**config.mk**
```make
export PLATFORM = sky130hd
export DESIGN_NAME = fft_frame_buffer
export DESIGN_NICKNAME = d
export VERILOG_FILES = /design/src/rtl/fft_buffer_pkg.sv /design/src/rtl/fft_bank_ram.sv /design/src/rtl/fft_frame_buffer.sv
export SDC_FILE = /design/constraint.sdc
export NUM_CORES = 1
export LEC_CHECK = 0
export BUFFER_PORTS_ARGS = -buffer_cell sky130_fd_sc_hd__buf_2
export CAP_MARGIN = 40
export CORE_ASPECT_RATIO = 1.4
export CORE_MARGIN = 4
export CORE_UTILIZATION = 50
export CTS_BUF_LIST = sky130_fd_sc_hd__clkbuf_16
export DETAILED_ROUTE_END_ITERATION = 12
export GPL_TIMING_DRIVEN = 0
export PLACE_DENSITY = 0.73
export SYNTH_ARGS = -nofsm -noshare
export SYNTH_HDL_FRONTEND = slang
export SYNTH_SLANG_ARGS = --single-unit
```
**constraint.sdc**
```tcl
create_clock -name clk -period 28 [get_ports clk]
set_input_delay 7 -clock clk [delete_from_list [all_inputs] [get_ports clk]]
set_output_delay 7 -clock clk [all_outputs]
set_load 0.01 [all_outputs]
```
**src/rtl/fft_buffer_pkg.sv**
```systemverilog
// Shared types for the FFT frame buffer: write FSM states, bank states and the
// point-index bit reversal used by the FFT_FRAME_BUFFER_BITREV_EN build.
package fft_buffer_pkg;

  typedef enum logic [1:0] {IDLE, RECEIVING, DRAIN} wr_state_e;
  typedef enum logic       {FREE, FULL}             bank_state_e;

  // Reverses the low nfft bits of idx; bits at or above nfft come back as zero.
  function automatic logic [15:0] bitrev(input logic [15:0] idx, input int nfft);
    logic [15:0] r;
    r = '0;
    for (int i = 0; i < 16; i++)
      if (i < nfft) r[nfft-1-i] = idx[i];
    return r;
  endfunction

endpackage

```
**src/rtl/fft_bank_ram.sv**
```systemverilog
// One ping-pong bank: a whole point {IM, RE} is written per edge as an element
// pair, and one element is read asynchronously by element address.
module fft_bank_ram #(
  parameter int NFFT               = 3,
  parameter int DATA_WIDTH         = 32,
  parameter int N_ELEMENTS         = 2 * (2 ** NFFT),
  parameter int ELEMENTS_ADDR_SIZE = $clog2(N_ELEMENTS)
) (
  input  logic                          clk,
  input  logic                          we,
  input  logic [NFFT-1:0]               wr_pt,
  input  logic [2*DATA_WIDTH-1:0]       wr_data,
  input  logic [ELEMENTS_ADDR_SIZE-1:0] rd_addr,
  output logic [DATA_WIDTH-1:0]         rd_data
);

  logic [DATA_WIDTH-1:0] mem [N_ELEMENTS];

  always_ff @(posedge clk) begin
    if (we) begin
      mem[{wr_pt, 1'b0}] <= wr_data[DATA_WIDTH-1:0];
      mem[{wr_pt, 1'b1}] <= wr_data[2*DATA_WIDTH-1:DATA_WIDTH];
    end
  end

  assign rd_data = mem[rd_addr];

endmodule

```
**src/rtl/fft_frame_buffer.sv**
```systemverilog
// Ping-pong AXIS capture of complex FFT frames with length checking and reader release.
// Define FFT_FRAME_BUFFER_BITREV_EN to store bit-reversed FFT output in natural order.
module fft_frame_buffer
  import fft_buffer_pkg::*;
#(
  parameter int NFFT               = 3,
  parameter int DATA_WIDTH         = 32,
  parameter int POINT_SIZE         = 2 ** NFFT,
  parameter int N_ELEMENTS         = 2 * POINT_SIZE,
  parameter int ELEMENTS_ADDR_SIZE = $clog2(N_ELEMENTS)
) (
  input  logic                          clk,
  input  logic                          reset,
  output logic                          s_tready,
  input  logic                          s_tvalid,
  input  logic                          s_tlast,
  input  logic [2*DATA_WIDTH-1:0]       s_tdata,
  output logic                          rd_valid,
  input  logic [ELEMENTS_ADDR_SIZE-1:0] rd_addr,
  output logic [DATA_WIDTH-1:0]         rd_data,
  input  logic                          rd_release,
  output logic                          rd_err_short,
  output logic                          rd_err_long,
  output logic                          received
);

  localparam logic [NFFT:0] PS_C   = (NFFT+1)'(POINT_SIZE);
  localparam logic [NFFT:0] LAST_C = (NFFT+1)'(POINT_SIZE - 1);

  wr_state_e              st, st_nx;
  bank_state_e [1:0]      bank_st;
  logic [1:0]             bank_short, bank_long;
  logic                   wptr, rptr;
  logic [NFFT:0]          cnt, cnt_nx, idx;
  logic [NFFT-1:0]        wr_pt;
  logic                   wr_en, commit, commit_short, commit_long, rel;
  logic [1:0][DATA_WIDTH-1:0] bank_rd;

`ifdef FFT_FRAME_BUFFER_BITREV_EN
  logic [15:0] idx_br;
  always_comb begin
    idx_br = bitrev({{(15-NFFT){1'b0}}, idx}, NFFT);
    wr_pt  = idx_br[NFFT-1:0];
  end
`else
  assign wr_pt = idx[NFFT-1:0];
`endif

  // Index of the beat currently on the bus; a fresh frame always starts at 0.
  always_comb begin
    st_nx        = st;
    cnt_nx       = cnt;
    s_tready     = 1'b0;
    wr_en        = 1'b0;
    commit       = 1'b0;
    commit_short = 1'b0;
    commit_long  = 1'b0;
    idx          = (st == IDLE) ? '0 : cnt;
    case (st)
      IDLE:    s_tready = (bank_st[wptr] == FREE);
      default: s_tready = 1'b1;
    endcase
    if (reset) s_tready = 1'b0;
    if (s_tvalid && s_tready) begin
      if (st == DRAIN || idx == PS_C) begin
        if (s_tlast) begin
          commit      = 1'b1;
          commit_long = 1'b1;
          st_nx       = IDLE;
          cnt_nx      = '0;
        end else begin
          st_nx = DRAIN;
        end
      end else begin
        wr_en = 1'b1;
        if (s_tlast) begin
          commit       = 1'b1;
          commit_short = (idx != LAST_C);
          st_nx        = IDLE;
          cnt_nx       = '0;
        end else begin
          st_nx  = RECEIVING;
          cnt_nx = idx + 1'b1;
        end
      end
    end
  end

  assign rd_valid     = (bank_st[rptr] == FULL);
  assign rel          = rd_release & rd_valid;
  assign rd_err_short = bank_short[rptr];
  assign rd_err_long  = bank_long[rptr];
  assign rd_data      = bank_rd[rptr];

  // Release and commit can share an edge; they always target different banks.
  always_ff @(posedge clk) begin
    if (reset) begin
      st         <= IDLE;
      cnt        <= '0;
      wptr       <= 1'b0;
      rptr       <= 1'b0;
      bank_short <= '0;
      bank_long  <= '0;
      received   <= 1'b0;
      for (int b = 0; b < 2; b++) bank_st[b] <= FREE;
    end else begin
      st       <= st_nx;
      cnt      <= cnt_nx;
      received <= commit;
      if (rel) begin
        bank_st[rptr]    <= FREE;
        bank_short[rptr] <= 1'b0;
        bank_long[rptr]  <= 1'b0;
        rptr             <= ~rptr;
      end
      if (commit) begin
        bank_st[wptr]    <= FULL;
        bank_short[wptr] <= commit_short;
        bank_long[wptr]  <= commit_long;
        wptr             <= ~wptr;
      end
    end
  end

  for (genvar b = 0; b < 2; b++) begin : g_bank
    fft_bank_ram #(
      .NFFT               (NFFT),
      .DATA_WIDTH         (DATA_WIDTH),
      .N_ELEMENTS         (N_ELEMENTS),
      .ELEMENTS_ADDR_SIZE (ELEMENTS_ADDR_SIZE)
    ) u_ram (
      .clk     (clk),
      .we      (wr_en && (wptr == 1'(b))),
      .wr_pt   (wr_pt),
      .wr_data (s_tdata),
      .rd_addr (rd_addr),
      .rd_data (bank_rd[b])
    );
  end

endmodule

```
==> Yosys cells after proc, flatten, opt, wreduce, memory -nomap -nowiden <==
Memories as Yosys holds them, arrays and structs flattened.
Index checks and enable logic that the tools add are counted.
{ "totals": {"regBits": 15, "mem_bits_rw": 1024, "input_bits": 73, "out_inout_bits": 37, "wordCells": 84, "n_memories": 2} }
{ "memory_table": {"columns": ["name", "depth", "width", "read_ports", "rd_clocked_by_memory_dff", "wr", "line", "text"], "rows": [
  ["g_bank[0].u_ram.mem", 16, 32, 1, 0, 2, "fft_bank_ram.sv:17", "logic [DATA_WIDTH-1:0] mem [N_ELEMENTS];"],
  ["g_bank[1].u_ram.mem", 16, 32, 1, 0, 2, "fft_bank_ram.sv:17", null]
]} }
{ "op_classes": {"n_addsub": 1, "n_lt_le_gt_ge": 4, "n_eq_ne": 4, "mux": 47, "n_bitwise": 9, "reduce_logical": 8} }
{ "op_table": {"columns": ["cell", "count"], "rows": [
  ["$mux 32", 2],
  ["$mux 1", 26],
  ["$mux 2", 11],
  ["$mux 4", 4],
  ["$and 2x2->2", 3],
  ["$logic_and 1x1->1", 5],
  ["$add 4x1->4 const B", 1],
  ["$bwmux 2", 2],
  ["$eq 4x4->1 const B", 1],
  ["$lt 1x2->1 const B", 2],
  ["$ne 4x3->1 const B", 1],
  ["$not 1->1", 3],
  ["$demux 1 s1", 2],
  ["$eq 2x2->1 const B", 1],
  ["$ge 1x1->1 const B", 2],
  ["$logic_not 2->1", 1],
  ["$ne 2x2->1 const B", 1],
  ["$not 2->2", 1],
  ["$or 2x2->2", 1],
  ["$reduce_and 2->1", 1],
  ["$and 1x1->1", 1],
  ["$logic_or 1x1->1", 1]
]} }

==> Longest topological paths before layout <==
{ "logic_depth": {"word_depth": 10, "ltp_mapped": 9, "mapped_depth_nobuf": 8} }

==> Cells and area by module <==
A second synthesis with hierarchy kept.
{ "hier_totals": {"hier_cells": 1722, "hier_area_um2": 39487.9} }
{ "modules_own_cells": {"columns": ["mod", "instances", "cells_per_inst", "area_per_inst_um2", "seq_area_each_um2"], "rows": [
  ["fft_bank_ram", 2, 796, 19143.4, 15374.7],
  ["fft_frame_buffer", 1, 130, 1201.2, 300.3]
]} }

==> Worst setup path after synthesis <==
OpenSTA, ideal clock, no wires.
{ "synth_path": {"path_type": "input to output", "start": "in rd_addr[1]", "end": "out rd_data[25]", "arrival_ps": 8329, "slack_ps": 12671, "stages": 8, "path_cell_list": "buf_2 buf_2 buf_2 buf_4 mux2i_1 a22oi_1 a31oi_1 nand3_1"} }
{ "synth_between": {"elab_chain_len": 3, "elab_cells_between_ends": 4, "classes_between": "mux (2); memory (2)"} }
{ "synth_lines": {"columns": ["element", "line", "text"], "rows": [
  ["start, declared", "fft_frame_buffer.sv:19", "input logic [ELEMENTS_ADDR_SIZE-1:0] rd_addr,"],
  ["$mem_v2 16x32", null, null],
  ["$mux 32 (not written as such) * (2 in a row)", "fft_frame_buffer.sv:93", "assign rd_data = bank_rd[rptr];"],
  ["end, declared", "fft_frame_buffer.sv:20", "output logic [DATA_WIDTH-1:0] rd_data,"]
]} }
Mark *: on every way between the ends. The rest lies on a longest branch, timed or not. The select of a mux whose other input is x is not followed.

==> Worst setup path in the final report <==
{ "layout_path": {"start": "in rd_addr[0]", "end": "out rd_data[16]"} }
The elaborated chain is that of the path after synthesis.

==> flow_summary.ini <==
[outcome]
status = finished clean

[synthesis]
synth-async-reset-ratio_pct = 0
avgSynthCellArea_sq_um = 17.5
ys_top_cells_by_area = edfxtp_1, mux2i_1, a22oi_1, a22o_1, a21oi_1
ys_warn_count = 0
ys_seq_area_share_pct = 77.0
synth-edff-count = 1024
syn-num-nets = 2373
synthCells = 2299
synth_top_area_share_pct = 76.2
ys_ff_latch = 1039
yosysUniqueCellTypes = 40
synth_area_leader_cell = edfxtp_1
synthFlopType = edfxtp_1
synth_area_sq_um = 40300

[grt]
grt_pass1_vias = 23300
antenna_found_initial = 1
gr-total-overflow = 0
track_usage_pct = 23.9
grt_pass1_wl_mm = 150
grt_max_degree = 27

[timing]
layout_worst_path_cycle_share_pct = 59.8
relSlewSlack_pct = 37.1
clock_skew_ns = 0.0249
hold_viol = 0
grt_setup_unrepaired = no
setup_viol = 0
tightest_slew_ns = 0.943
setup_slack_ns = 11.24
drv_slew = 0
hold_ws_ns = 0.510
period_needed_ns = 16.76
max_freq_ghz = 0.0597
fin_setup_tns_ns = 0

[die]
die_w_um = 248
pin_count = 110
rows = 123
die_h_um = 344
start_util_pct = 50.3
fp.coreArea_sq_um = 80200
die_area_sq_um = 85300

[cells_and_area]
area_delta_synth_final_pct = 15.0
layout-drive-gt1-share_pct = 15.4
layout_commonest_cell = edfxtp_1
layout_common_cells = edfxtp_1, mux2i_1, buf_2
fin_cells = 3706
utilization_pct = 57.9
nFillCells = 5785
nets = 2648
fin_area_sq_um = 46400

[detailed_routing]
drtIter0Drc = 2448
final_antenna_net_count = 0
vias = 22500
via_per_inst = 6.08
drc = 0
wl_per_cell_um = 27.8
firstDrtPassIters = 6
drt_wl_total_mm = 103

[clocking]
cts_tree = yes
cts_setup_buffers = 0
cts_hold_buf = 0
clockBufferDepth = 3
clk_latency_ns = 0.65
numCtsBuffers = 91
clock-sinks = 1039
post_cts_resize_count = 0
htreeDepth = 3
clk_pin_slew_ns = 0.07
clockRootBuffer = clkbuf_16

[pwr]
irDropWorstVdd_mv = 0.0488
power_mw = 3.16
power_frac_clock_pct = 40.1
pwr-share-comb_pct = 5.5
p_seq_share_pct = 54.3
power_density_nw_per_um2 = 68.1
p_sw_uw = 667
p_int_mw = 2.49
p_leak_nw = 16.3
netSwitchingFraction_pct = 21.1

[worst_setup_path]
crit_arrival_ns = 9.76
start_kind = input pin
worstSetupEndpointType = primary output
worstSetupPathType = input pin to primary output
critPathRequiredTime_ns = 21.00
crit_path_max_fanout = 10

[place]
gp_congestion = 0.841
dp_worst_setup_slack_ns = 11.27
place_hpwl_mm = 68.6
place_area_sq_um = 43400
dp_cells = 3542
io_buffer_count = 107

[hold_path]
min_path_type = flop to flop

[flow_run]
drv_cap = 0
-- power by group through the flow --
stage / sequential, mW / clock (mW) / combinational [mW]
floorplan: 1.75 / 0 / 0.0870
global placement: 1.75 / 0 / 0.163
detailed placement: 1.75 / 0 / 0.173
CTS: 1.72 / 1.28 / 0.174
global route: 1.72 / 1.35 / 0.183
finish: 1.72 / 1.27 / 0.175
-- cells by family (layout without fill, tap and decap cells) --
| logic type | after synthesis | in the layout | synth area share, % |
|---|---|---|---|
| xor gates and xnor gates | 1 | 1 | 0.0217 |
| AOI/OAI and AO/OA | 306 | 306 | 5.14 |
| DFF | 1039 | 1039 | 77.0 |
| buffers and inverters | 135 | 479 | 1.45 |
| adders and majority gates | 1 | 1 | 0.0310 |
| other | 0 | 1 | 0 |
| and+or+nand+nor | 297 | 297 | 3.44 |
| muxes | 520 | 520 | 12.9 |
-- metal layers --
layer / global-route usage, % / wire length (um) / part of all wire [%] / up-vias
li1: - / - / - / 9681
met1: 29.4 / 37800 / 37 / 11600
met2: 42.3 / 54100 / 53 / 1048
met3: 3.20 / 6780 / 6.6 / 214
met4: 10.6 / 4310 / 4.2 / 0
met5: 0 / 0 / 0 / -
-- synth_stat cells, types with 3 or more instances --
cell      count
o21ai_0       3
buf_1        18
nand2_1     111
a22o_1       64
a22oi_1      96
buf_2        61
mux2i_1     512
clkbuf_1     53
dfxtp_1      15
mux2_2        7
nor2b_1       3
nand2b_1      4
a21oi_1     104
a31oi_1      33
or2_2         5
nand4b_1      3
nor2_1       25
nor3_1       34
or3_1         3
nand3_1      97
edfxtp_1   1024
-- area by class of cell --
class,count,area (sq um),share of cell area [%]
diodes,1,2.50,0.00539
plain buffers,133,579,1.25
clock buffers,93,2330,5.02
well taps,1062,1330,2.86
multi-input cells,1125,8820,19.0
clock inverters,69,671,1.45
inverters,2,7.51,0.0162
flip-flops and latches,1039,31000,66.9
repair buffers,182,1600,3.46
-- path summary, 6_finish.rpt --
check                                        end  cells past startpoint  slack, ns                 from
max                                  rd_data[16]                      9      11.24           rd_addr[0]
min                          cnt[3]$_SDFFE_PP0P_                      1       0.51  cnt[3]$_SDFFE_PP0P_
max reg2reg  g_bank[1].u_ram.mem[4][9]$_DFFE_PP_                     14      23.57  cnt[0]$_SDFFE_PP0P_
min reg2reg                  cnt[3]$_SDFFE_PP0P_                      1       0.51  cnt[3]$_SDFFE_PP0P_
-- registers in the layout, summed over array words and instances, names as in the netlist --
register / flops
bank_short: 2
received: 1
rptr: 1
wptr: 1
bank_st: 2
cnt: 4
bank_long: 2
g_bank.u_ram.mem: 1024
st: 2
-- critical path, cell delays in order --
cell	delay, ns
buf_2	0.13
nor2_1	0.12
buf_2	0.28
buf_1	0.67
clkbuf_1	0.64
nand2_1	0.12
a31oi_1	0.42
nand3_1	0.17
buf_2	0.18
No activity file was read; power rests on OpenSTA's default activity.
